===== config.mk =====
export PLATFORM = sky130hd
export DESIGN_NAME = mem_arbiter_flat
export DESIGN_NICKNAME = d
export VERILOG_FILES = /design/src/rtl/mem_arbiter_if.sv /design/src/rtl/mem_arbiter.sv /design/src/flat_wrapper.sv
export SDC_FILE = /design/constraint.sdc
export NUM_CORES = 1
export LEC_CHECK = 0
export CORE_AREA = 3 3 104 106
export DETAILED_ROUTE_END_ITERATION = 16
export DIE_AREA = 0 0 107 109
export PLACE_DENSITY = 0.68
export SLEW_MARGIN = 25
export SYNTH_ARGS = -nofsm -noshare
export SYNTH_HDL_FRONTEND = slang
export SYNTH_SLANG_ARGS = --single-unit
export TNS_END_PERCENT = 30

===== constraint.sdc =====
create_clock -name CLK -period 1.9 [get_ports CLK]
set_clock_uncertainty 0.2 [all_clocks]
set_input_delay 0.19 -clock CLK [delete_from_list [all_inputs] [get_ports CLK]]
set_output_delay 0.19 -clock CLK [all_outputs]
set_load 0.1 [all_outputs]

===== src/rtl/mem_arbiter_if.sv =====
// Bus bundle between the datapath/cache side, the arbiter and the RAM model.
// The slave modport is the arbiter's view; the master modport is the view of
// whatever environment drives requests and plays the RAM.
interface mem_arbiter_if;
    logic        iREN;
    logic [31:0] iaddr;
    logic        iwait;
    logic [31:0] iload;
    logic        dREN;
    logic        dWEN;
    logic [31:0] daddr;
    logic [31:0] dstore;
    logic        dwait;
    logic [31:0] dload;
    logic        ramREN;
    logic        ramWEN;
    logic [31:0] ramaddr;
    logic [31:0] ramstore;
    logic [31:0] ramload;
    logic [1:0]  ramstate;
    logic        err;

    modport slave (
        input  iREN, iaddr, dREN, dWEN, daddr, dstore, ramload, ramstate,
        output iwait, iload, dwait, dload, ramREN, ramWEN, ramaddr, ramstore, err
    );

    modport master (
        output iREN, iaddr, dREN, dWEN, daddr, dstore, ramload, ramstate,
        input  iwait, iload, dwait, dload, ramREN, ramWEN, ramaddr, ramstore, err
    );
endinterface


===== src/rtl/mem_arbiter.sv =====
// Single-port RAM arbiter between instruction fetch and data access.
// Data requests normally win; after STARVE_MAX back-to-back data completions
// with a fetch waiting, the fetch is granted instead. Every grant passes
// through IDLE, so each access costs at least one arbitration cycle.
module mem_arbiter #(
    parameter int          STARVE_MAX = 4,
    parameter logic [31:0] ERR_WORD   = 32'hBAD1BAD1
) (
    input  logic         CLK,
    input  logic         nRST,
    mem_arbiter_if.slave bus
);
    typedef enum logic [1:0] {
        IDLE = 2'd0,
        IACC = 2'd1,
        DACC = 2'd2
    } state_e;

    localparam logic [1:0] RAM_ACCESS = 2'd2;
    localparam logic [1:0] RAM_ERROR  = 2'd3;
    localparam logic [2:0] STARVE_CAP = 3'(STARVE_MAX);

    state_e     state_q;
    state_e     state_d;
    logic [2:0] streak_q;
    logic [2:0] streak_d;

    logic d_req_s;
    logic term_s;
    logic ram_err_s;

    // Request/RAM-status decode shared by both grant states.
    always_comb begin
        d_req_s   = bus.dREN | bus.dWEN;
        term_s    = (bus.ramstate == RAM_ACCESS) || (bus.ramstate == RAM_ERROR);
        ram_err_s = (bus.ramstate == RAM_ERROR);
    end

    // State and starvation streak registers; reset drops any access in flight.
    always_ff @(posedge CLK or negedge nRST) begin
        if (!nRST) begin
            state_q  <= IDLE;
            streak_q <= 3'd0;
        end else begin
            state_q  <= state_d;
            streak_q <= streak_d;
        end
    end

    // Arbitration, RAM drive, wait/load generation and streak bookkeeping.
    always_comb begin
        state_d      = state_q;
        streak_d     = streak_q;
        bus.ramREN   = 1'b0;
        bus.ramWEN   = 1'b0;
        bus.ramaddr  = 32'h0000_0000;
        bus.ramstore = 32'h0000_0000;
        bus.iwait    = bus.iREN;
        bus.dwait    = d_req_s;
        bus.err      = 1'b0;
        bus.iload    = bus.ramload;
        bus.dload    = bus.ramload;

        case (state_q)
            IDLE: begin
                // A starved fetch beats a pending data request.
                if (d_req_s && !(bus.iREN && (streak_q == STARVE_CAP))) begin
                    state_d = DACC;
                end else if (bus.iREN) begin
                    state_d = IACC;
                end else begin
                    state_d = IDLE;
                end
            end
            IACC: begin
                bus.ramREN  = 1'b1;
                bus.ramaddr = bus.iaddr;
                if (!bus.iREN) begin
                    // Requester walked away: abandon quietly.
                    state_d = IDLE;
                end else if (term_s) begin
                    bus.iwait = 1'b0;
                    state_d   = IDLE;
                    streak_d  = 3'd0;
                    if (ram_err_s) begin
                        bus.err   = 1'b1;
                        bus.iload = ERR_WORD;
                    end else begin
                        bus.err   = 1'b0;
                    end
                end else begin
                    state_d = IACC;
                end
            end
            DACC: begin
                bus.ramWEN   = bus.dWEN;
                bus.ramREN   = bus.dREN & ~bus.dWEN;
                bus.ramaddr  = bus.daddr;
                bus.ramstore = bus.dstore;
                if (!d_req_s) begin
                    state_d = IDLE;
                end else if (term_s) begin
                    bus.dwait = 1'b0;
                    state_d   = IDLE;
                    // Streak only counts data wins that kept a fetch waiting.
                    if (!bus.iREN) begin
                        streak_d = 3'd0;
                    end else if (streak_q != STARVE_CAP) begin
                        streak_d = streak_q + 3'd1;
                    end else begin
                        streak_d = streak_q;
                    end
                    if (ram_err_s) begin
                        bus.err   = 1'b1;
                        bus.dload = ERR_WORD;
                    end else begin
                        bus.err   = 1'b0;
                    end
                end else begin
                    state_d = DACC;
                end
            end
            default: begin
                state_d = IDLE;
            end
        endcase
    end
endmodule


===== src/flat_wrapper.sv =====
// flat-port wrapper written by rule: the top's interface ports become plain ports
module mem_arbiter_flat 
#(
    parameter int          STARVE_MAX = 4,
    parameter logic [31:0] ERR_WORD   = 32'hBAD1BAD1
)
  (CLK, nRST, bus_iREN, bus_iaddr, bus_dREN, bus_dWEN, bus_daddr, bus_dstore, bus_ramload, bus_ramstate, bus_iwait, bus_iload, bus_dwait, bus_dload, bus_ramREN, bus_ramWEN, bus_ramaddr, bus_ramstore, bus_err);
  mem_arbiter_if bus_i ();
  input  logic CLK;
  input  logic nRST;
  input wire logic [$bits(bus_i.iREN)-1:0] bus_iREN;
  input wire logic [$bits(bus_i.iaddr)-1:0] bus_iaddr;
  input wire logic [$bits(bus_i.dREN)-1:0] bus_dREN;
  input wire logic [$bits(bus_i.dWEN)-1:0] bus_dWEN;
  input wire logic [$bits(bus_i.daddr)-1:0] bus_daddr;
  input wire logic [$bits(bus_i.dstore)-1:0] bus_dstore;
  input wire logic [$bits(bus_i.ramload)-1:0] bus_ramload;
  input wire logic [$bits(bus_i.ramstate)-1:0] bus_ramstate;
  output wire logic [$bits(bus_i.iwait)-1:0] bus_iwait;
  output wire logic [$bits(bus_i.iload)-1:0] bus_iload;
  output wire logic [$bits(bus_i.dwait)-1:0] bus_dwait;
  output wire logic [$bits(bus_i.dload)-1:0] bus_dload;
  output wire logic [$bits(bus_i.ramREN)-1:0] bus_ramREN;
  output wire logic [$bits(bus_i.ramWEN)-1:0] bus_ramWEN;
  output wire logic [$bits(bus_i.ramaddr)-1:0] bus_ramaddr;
  output wire logic [$bits(bus_i.ramstore)-1:0] bus_ramstore;
  output wire logic [$bits(bus_i.err)-1:0] bus_err;
  assign bus_i.iREN = bus_iREN;
  assign bus_i.iaddr = bus_iaddr;
  assign bus_i.dREN = bus_dREN;
  assign bus_i.dWEN = bus_dWEN;
  assign bus_i.daddr = bus_daddr;
  assign bus_i.dstore = bus_dstore;
  assign bus_i.ramload = bus_ramload;
  assign bus_i.ramstate = bus_ramstate;
  assign bus_iwait = bus_i.iwait;
  assign bus_iload = bus_i.iload;
  assign bus_dwait = bus_i.dwait;
  assign bus_dload = bus_i.dload;
  assign bus_ramREN = bus_i.ramREN;
  assign bus_ramWEN = bus_i.ramWEN;
  assign bus_ramaddr = bus_i.ramaddr;
  assign bus_ramstore = bus_i.ramstore;
  assign bus_err = bus_i.err;
  mem_arbiter #(.STARVE_MAX(STARVE_MAX), .ERR_WORD(ERR_WORD)) u_core (.CLK(CLK), .nRST(nRST), .bus(bus_i));
endmodule

==> results.tsv, run 1 <==
metric	value	unit
outcome	finished with violations	
violations in the final reports	hold timing, setup timing	
maximum number of pins on one net before global-route repair	34	
flip-flop cell with the highest count after synthesis	dfrtp_1	
Crit Reg-Reg Startpoint	u_core.state_q[1]	
residual overflow from global routing	0	
DRC errors left	0	
final net count	655	
worst r2r path cells	6	
Non-Filler Cell Area, Final	6910	um2
power density relative to cell area	1500	nW/um2
detailed-route via count	2861	
port bufs	267	
CTS HTree Levels	1	
Unique masters post-synth	30	
Lkg Pwr	2.91	nW
largest driver fanout on the critical path	16	
post-synth design cell area	1570	um2
relative slew slack	0.757	
Max Cap Viol	0	
least setup slack across all paths after layout	-223	ps
clock-pin slew reported for the worst setup and hold paths after clock tree synthesis	40	ps
routability cong.	0.785	
hold slack	-2.59	ps
main combinational cell family by area after synthesis	simple AND/OR/NAND/NOR gates	
Data required, critical path	1510	ps
crit share post-route	1.12	
TritonCTS clock tree	done	
wire length after detailed routing	12.3	mm
Setup crit end kind	output pin	
detail-routed net length per standard cell	19.0	um
drt first pass iters	4	
area of the die	11700	um2
HP Class	in2async	
post-detailed-placement cell area	6440	um2
overall track demand over capacity in global routing	0.193	
post-synthesis async set-or-reset flop share	1.00	
via count of the first global-routing pass	3188	
number of storage elements in the synthesis netlist	5	
Reg-to-Reg End	u_core.streak_q[0]	
timing-limited maximum frequency	0.471	GHz
estimated wirelength of the detail-placed design	9.71	mm
Std-Cell Core Area	9860	um2
post-synthesis net count	371	
EDFF count, synth	0	
Die Ht	109	um
count of boundary I/O pins	268	
compound-cell area share of the yosys netlist	0.196	
placed cell count	633	
Crit Path Class	reg2out	
share of layout cells above drive strength 1	0.653	
Inserted Clock Buffers	3	
transition at the pin with the smallest max-transition slack	362	ps
fraction of the mapped netlist area in adder cells	0.0477	
via-per-instance ratio	4.43	
residual antenna-violating net count after detailed routing	0	
time the worst path needs with I/O delays and setup	2120	ps
count of routing violations after the opening detailed-route iteration	114	
diode insertion count for antenna repair	0	
total of warnings raised by yosys	0	
final count of pins violating max slew	0	
XOR/XNOR Fraction of Synth Area	0	
clock latency on the worst-skew pair	230	ps
synthesis-to-layout area growth	339	%
post-synthesis area per instance	6.84	um2
internal reg-to-reg setup slack	-60	ps
antenna violations before repair	0	
Num Clock Sinks	5	
first-pass GRT wire length	17.6	mm
basic-gate share of the synthesized area counting and, or, nand and nor cells	0.582	
sequential share of the synthesized area	0.0795	
hold violation total from the final report	3	
final-report setup violation count	135	
Cell Count, Final, Fillers Out	646	
unrepaired setup endpoints after global routing	yes	
cell at the root of the clock tree	clkbuf_8	
Critical Path Source Type	register	
mux contribution to synthesized area	0.0231	
data arrival time of the worst path	1730	ps
Max rail drop VDD	0.800	mV
final design utilization	0.701	
initial core utilization	0.160	
number of rows created at floorplan	36	
maximum buffer depth of the clock tree	2	
Die Wd	107	um
number of instances in the synthesized netlist	230	
synthesized netlist by cell type, types with 3 or more instances:
| cell type | instances | share of area |
|---|---|---|
| nand4_1 | 3 | 0.012 |
| inv_1 | 5 | 0.012 |
| nor2_1 | 3 | 0.0072 |
| clkbuf_1 | 18 | 0.043 |
| nor2b_1 | 32 | 0.13 |
| ha_1 | 6 | 0.048 |
| nand2b_1 | 39 | 0.16 |
| a22oi_1 | 32 | 0.15 |
| a21oi_1 | 3 | 0.0095 |
| and2_1 | 61 | 0.24 |
| dfrtp_1 | 5 | 0.079 |
| buf_2 | 3 | 0.0095 |
registers in the layout, summed over array words and instances, names as in the netlist:
signal           cells
u_core.streak_q      3
u_core.state_q       2
worst max-delay path: stages (launching register included):
cell	delay, ps
dfrtp_1	360
inv_1	90
buf_4	160
ha_4	350
buf_16	170
nor2b_4	170
buf_12	180
cell usage in the layout (no fill, tap or decap), types with 3 or more instances in the layout:
| cell type | synthesis | layout |
|---|---|---|
| buf_12 | 0 | 142 |
| nand4_1 | 3 | 3 |
| nand2b_4 | 0 | 14 |
| buf_4 | 0 | 15 |
| a22oi_1 | 32 | 4 |
| and2_4 | 0 | 37 |
| ha_1 | 6 | 3 |
| nand2b_2 | 0 | 19 |
| dfrtp_1 | 5 | 5 |
| clkbuf_8 | 0 | 3 |
| and2_2 | 0 | 24 |
| nor2b_4 | 0 | 32 |
| inv_1 | 5 | 4 |
| clkdlybuf4s50_1 | 0 | 134 |
| nor2_1 | 3 | 3 |
| ha_4 | 0 | 3 |
| buf_6 | 1 | 5 |
| a22oi_2 | 0 | 28 |
| nand2b_1 | 39 | 6 |
where the power goes:
part | internal [mW] | switching (mW) | leakage, nW
combinational | 4.10 | 5.85 | 2.82
clock | 0.146 | 0.0708 | 0.0228
sequential | 0.143 | 0.0326 | 0.0663
total | 4.39 | 5.96 | 2.91
timing repair:
| action | CTS | global route |
|---|---|---|
| hold endpoints to repair | 0 | 0 |
| setup endpoints to repair | 135 | 136 |
| hold buffers | 0 | 0 |
| pin swaps | 4 | 7 |
| gates resized for setup | 38 | 44 |
| gates cloned | 2 | 2 |
| setup buffers | 3 | 2 |
through the flow:
| step | setup TNS, ps | hold slack, ps | power, mW | setup slack, ps |
|---|---|---|---|---|
| 2_1_floorplan | -12080 | -306 | 5.95 | -190 |
| 4_1_cts | -19460 | 5.59 | 10.1 | -232 |
| 5_1_grt | -26430 | 15.5 | 10.6 | -271 |
| 3_5_place_dp | -1770 | 253 | 9.35 | -83.4 |
| 6_report | -18880 | -2.59 | 10.3 | -223 |
| 3_3_place_gp | -454 | 232 | 9.27 | -39.9 |
kinds of logic after synthesis:
group,Yosys count
buf+inv,27
fa+ha+maj,6
simple gates,147
mux,3
compound gates,42
flops,5
layer usage:
metal	track usage	wire length (um)	vias to the layer above	share of wire
met5	0	0	-	0
met4	0.0356	144	0	0.012
met3	0.0675	1370	11	0.11
met2	0.399	6990	184	0.57
met1	0.183	3760	1326	0.31
li1	-	-	1340	-
worst max path at each step:
stage | slack (ps) | endpoint | start | cells after the start
5_1_grt | -270 | bus_ramaddr[23] | u_core.state_q[0] | 6
4_1_cts | -230 | bus_ramREN | u_core.state_q[0] | 6
3_5_place_dp | -80 | bus_iload[26] | bus_ramstate[1] | 5
6_report | -220 | bus_ramaddr[21] | u_core.state_q[1] | 6
3_3_place_gp | -40 | bus_iload[19] | bus_ramstate[1] | 5
2_1_floorplan | -190 | bus_dload[0] | u_core.state_q[0] | 5
layout make-up:
| cell class | count | area, um2 |
|---|---|---|
| clock buffer | 4 | 45.0 |
| fill | 664 | 2950 |
| inverter | 5 | 18.8 |
| multi-input combinational | 198 | 2090 |
| sequential | 5 | 125 |
| tap | 133 | 166 |
| timing repair buffer | 301 | 4470 |
(Power assumes the default switching activity.)
==> run 2: changes to the inputs <==
--- a/config.mk
+++ b/config.mk
@@ -9,8 +9,9 @@
 export DETAILED_ROUTE_END_ITERATION = 16
 export DIE_AREA = 0 0 107 109
 export PLACE_DENSITY = 0.68
+export SKIP_CTS_REPAIR_TIMING = 1
 export SLEW_MARGIN = 25
 export SYNTH_ARGS = -nofsm -noshare
 export SYNTH_HDL_FRONTEND = slang
 export SYNTH_SLANG_ARGS = --single-unit
-export TNS_END_PERCENT = 30
+export TNS_END_PERCENT = 5
==> run 2 against run 1 <==
The run ends with setup timing left. First-iteration DRC count fell by 0.88%. Flip-flop and latch count did not move. Count of clock-buffer cells in the layout did not move. Setup slack barely moved. Global-route usage fell by 0.81 points. Utilization fell by 3.3 points. Via count fell by 1.5%. Largest cell class unchanged. Highest routed layer unchanged.
==> results.tsv, run 2 (synthesis gave the netlist of run 1 again) <==
metric	value	unit	change
share of layout cells above drive strength 1	0.611		was 0.653
share of power burned in the clock network	0.022		was 0.021
Std-Cell Core Area	9860	um2	unchanged
synthesis-to-layout area growth	319	%	was 339%
detailed-route via count	2819		was 2861
hold slack	366	ps	was -2.59 ps
maximum number of pins on one net before global-route repair	34		unchanged
routability cong.	0.758		was 0.785
CTS HTree Levels	1		unchanged
register with the most flip-flops	u_core.streak_q		unchanged
time the worst path needs with I/O delays and setup	2120	ps	about the same
DRC errors left	0		unchanged
outcome	finished with violations		unchanged
Max rail drop VDD	1.01	mV	was 0.800 mV
diode insertion count for antenna repair	0		unchanged
crit path max-delay cell type	dfrtp_1		unchanged
Crit Path Class	reg2out		unchanged
via-per-instance ratio	4.41		was 4.43
final net count	648		was 655
cell-by-cell listing of the critical path	inv_2, ha_4, o2111ai_4, buf_4, and2_2, buf_12		was inv_1, buf_4, ha_4, buf_16, nor2b_4, buf_12
port bufs	267		unchanged
final sum of negative setup slack	-16900	ps	was -18880 ps
Inserted Clock Buffers	3		unchanged
first-pass GRT wire length	16.9	mm	was 17.6 mm
data arrival time of the worst path	1730	ps	about the same
Worst Path Buf+Inv	3		was 4
Sequential Power Share	0.019		was 0.017
largest driver fanout on the critical path	8		was 16
internal reg-to-reg setup slack	10	ps	was -60 ps
final count of pins violating max slew	0		unchanged
overall track demand over capacity in global routing	0.185		was 0.193
crit share post-route	1.12		about the same
final-report setup violation count	116		was 135
hold violation total from the final report	0		was 3
net switching power figure	5.76	mW	was 5.96 mW
Critical Path Source Type	register		unchanged
drt first pass iters	4		unchanged
commonest cells after routing, fill and taps aside	buf_12, clkdlybuf4s50_1, and2_2		was buf_12, clkdlybuf4s50_1, and2_4
Die Ht	109	um	unchanged
Num Clock Sinks	5		unchanged
cell at the root of the clock tree	clkbuf_8		unchanged
antenna violations before repair	0		unchanged
count of routing violations after the opening detailed-route iteration	113		was 114
largest registers	u_core.streak_q (3), u_core.state_q (2)		unchanged
Lkg Pwr	2.77	nW	was 2.91 nW
initial core utilization	0.160		unchanged
power density relative to cell area	1470	nW/um2	was 1500 nW/um2
switching share of total power	0.595		was 0.576
detail-routed net length per standard cell	18.1	um	was 19.0 um
area of the die	11700	um2	unchanged
least setup slack across all paths after layout	-223	ps	about the same
timing-limited maximum frequency	0.471	GHz	about the same
part of the total power dissipated in combinational logic	0.959		was 0.962
estimated wirelength of the detail-placed design	9.76	mm	was 9.71 mm
clock latency on the worst-skew pair	230	ps	about the same
Setup crit end kind	output pin		unchanged
wire length after detailed routing	11.6	mm	was 12.3 mm
internal power	3.92	mW	was 4.39 mW
transition at the pin with the smallest max-transition slack	346	ps	was 362 ps
count of boundary I/O pins	268		unchanged
HP Class	reg2reg		was in2async
number of rows created at floorplan	36		unchanged
via count of the first global-routing pass	2998		was 3188
relative slew slack	0.769		was 0.757
Data required, critical path	1510	ps	about the same
residual antenna-violating net count after detailed routing	0		unchanged
clock-pin slew reported for the worst setup and hold paths after clock tree synthesis	40	ps	about the same
Critical Path Max Stage Delay	390	ps	was 360 ps
violations in the final reports	setup timing		was hold timing, setup timing
Die Wd	107	um	unchanged
residual overflow from global routing	0		unchanged
TritonCTS clock tree	done		unchanged
Max Cap Viol	0		unchanged
maximum buffer depth of the clock tree	2		unchanged
delay-heaviest family, CP	buffers and inverters		unchanged
most common library cell in the layout ignoring fill and taps	buf_12		unchanged
max FFs per register	3		unchanged
unrepaired setup endpoints after global routing	yes		unchanged
[run 2: cell count changes in the layout (fill, tap and decap cells not counted), sizes merged]
cell         previous run  this run
buf                   165       158
clkbuf                  6         5
dlygate4sd3             0         1
[run 2: final timing paths]
kind,from,end,depth (start not counted)
max,u_core.state_q[0],bus_dload[19],6
min,u_core.streak_q[0],u_core.streak_q[0],1
max in group asynchronous,nRST,u_core.state_q[0],2
min reg2reg,u_core.streak_q[0],u_core.streak_q[0],1
max reg2reg,u_core.state_q[0],u_core.streak_q[0],5
min in group asynchronous,nRST,u_core.streak_q[0],2
[run 2: metal layers]
layer	GRT usage	vias up	part of all wire
li1	-	1326	-
met5	0	-	0
met2	0.355	173	0.53
met1	0.191	1310	0.34
met4	0.0438	0	0.013
met3	0.0693	10	0.11
[run 2: through the flow]
step / util / total power [mW] / std cells / worst slack [ps] / cell area (um2)
after floorplan: - / 5.92 / 230 / -215 / 2080
after detailed placement: 0.643 / 9.21 / 628 / -204 / 6340
after CTS: 0.648 / 9.43 / 632 / -364 / 6390
after global placement: 0.643 / 9.11 / 628 / -145 / 6340
after global routing: 0.668 / 9.97 / 639 / -286 / 6590
final: 0.668 / 9.68 / 639 / -223 / 6590
[run 2: cell type report]
class / count / area [um2]
Fill cell: 710 / 3270
Inverter: 5 / 18.8
Clock buffer: 4 / 45.0
Tap cell: 133 / 166
Sequential cell: 5 / 125
Timing Repair Buffer: 294 / 4300
Multi-Input combinational cell: 198 / 1940
[run 2: power groups by stage]
stage / registers [mW] / clock network (mW) / logic (mW)
2_1_floorplan: 0.167 / 0 / 5.76
3_3_place_gp: 0.171 / 0 / 8.94
3_5_place_dp: 0.175 / 0 / 9.03
4_1_cts: 0.175 / 0.209 / 9.05
5_1_grt: 0.188 / 0.214 / 9.56
6_report: 0.184 / 0.209 / 9.28
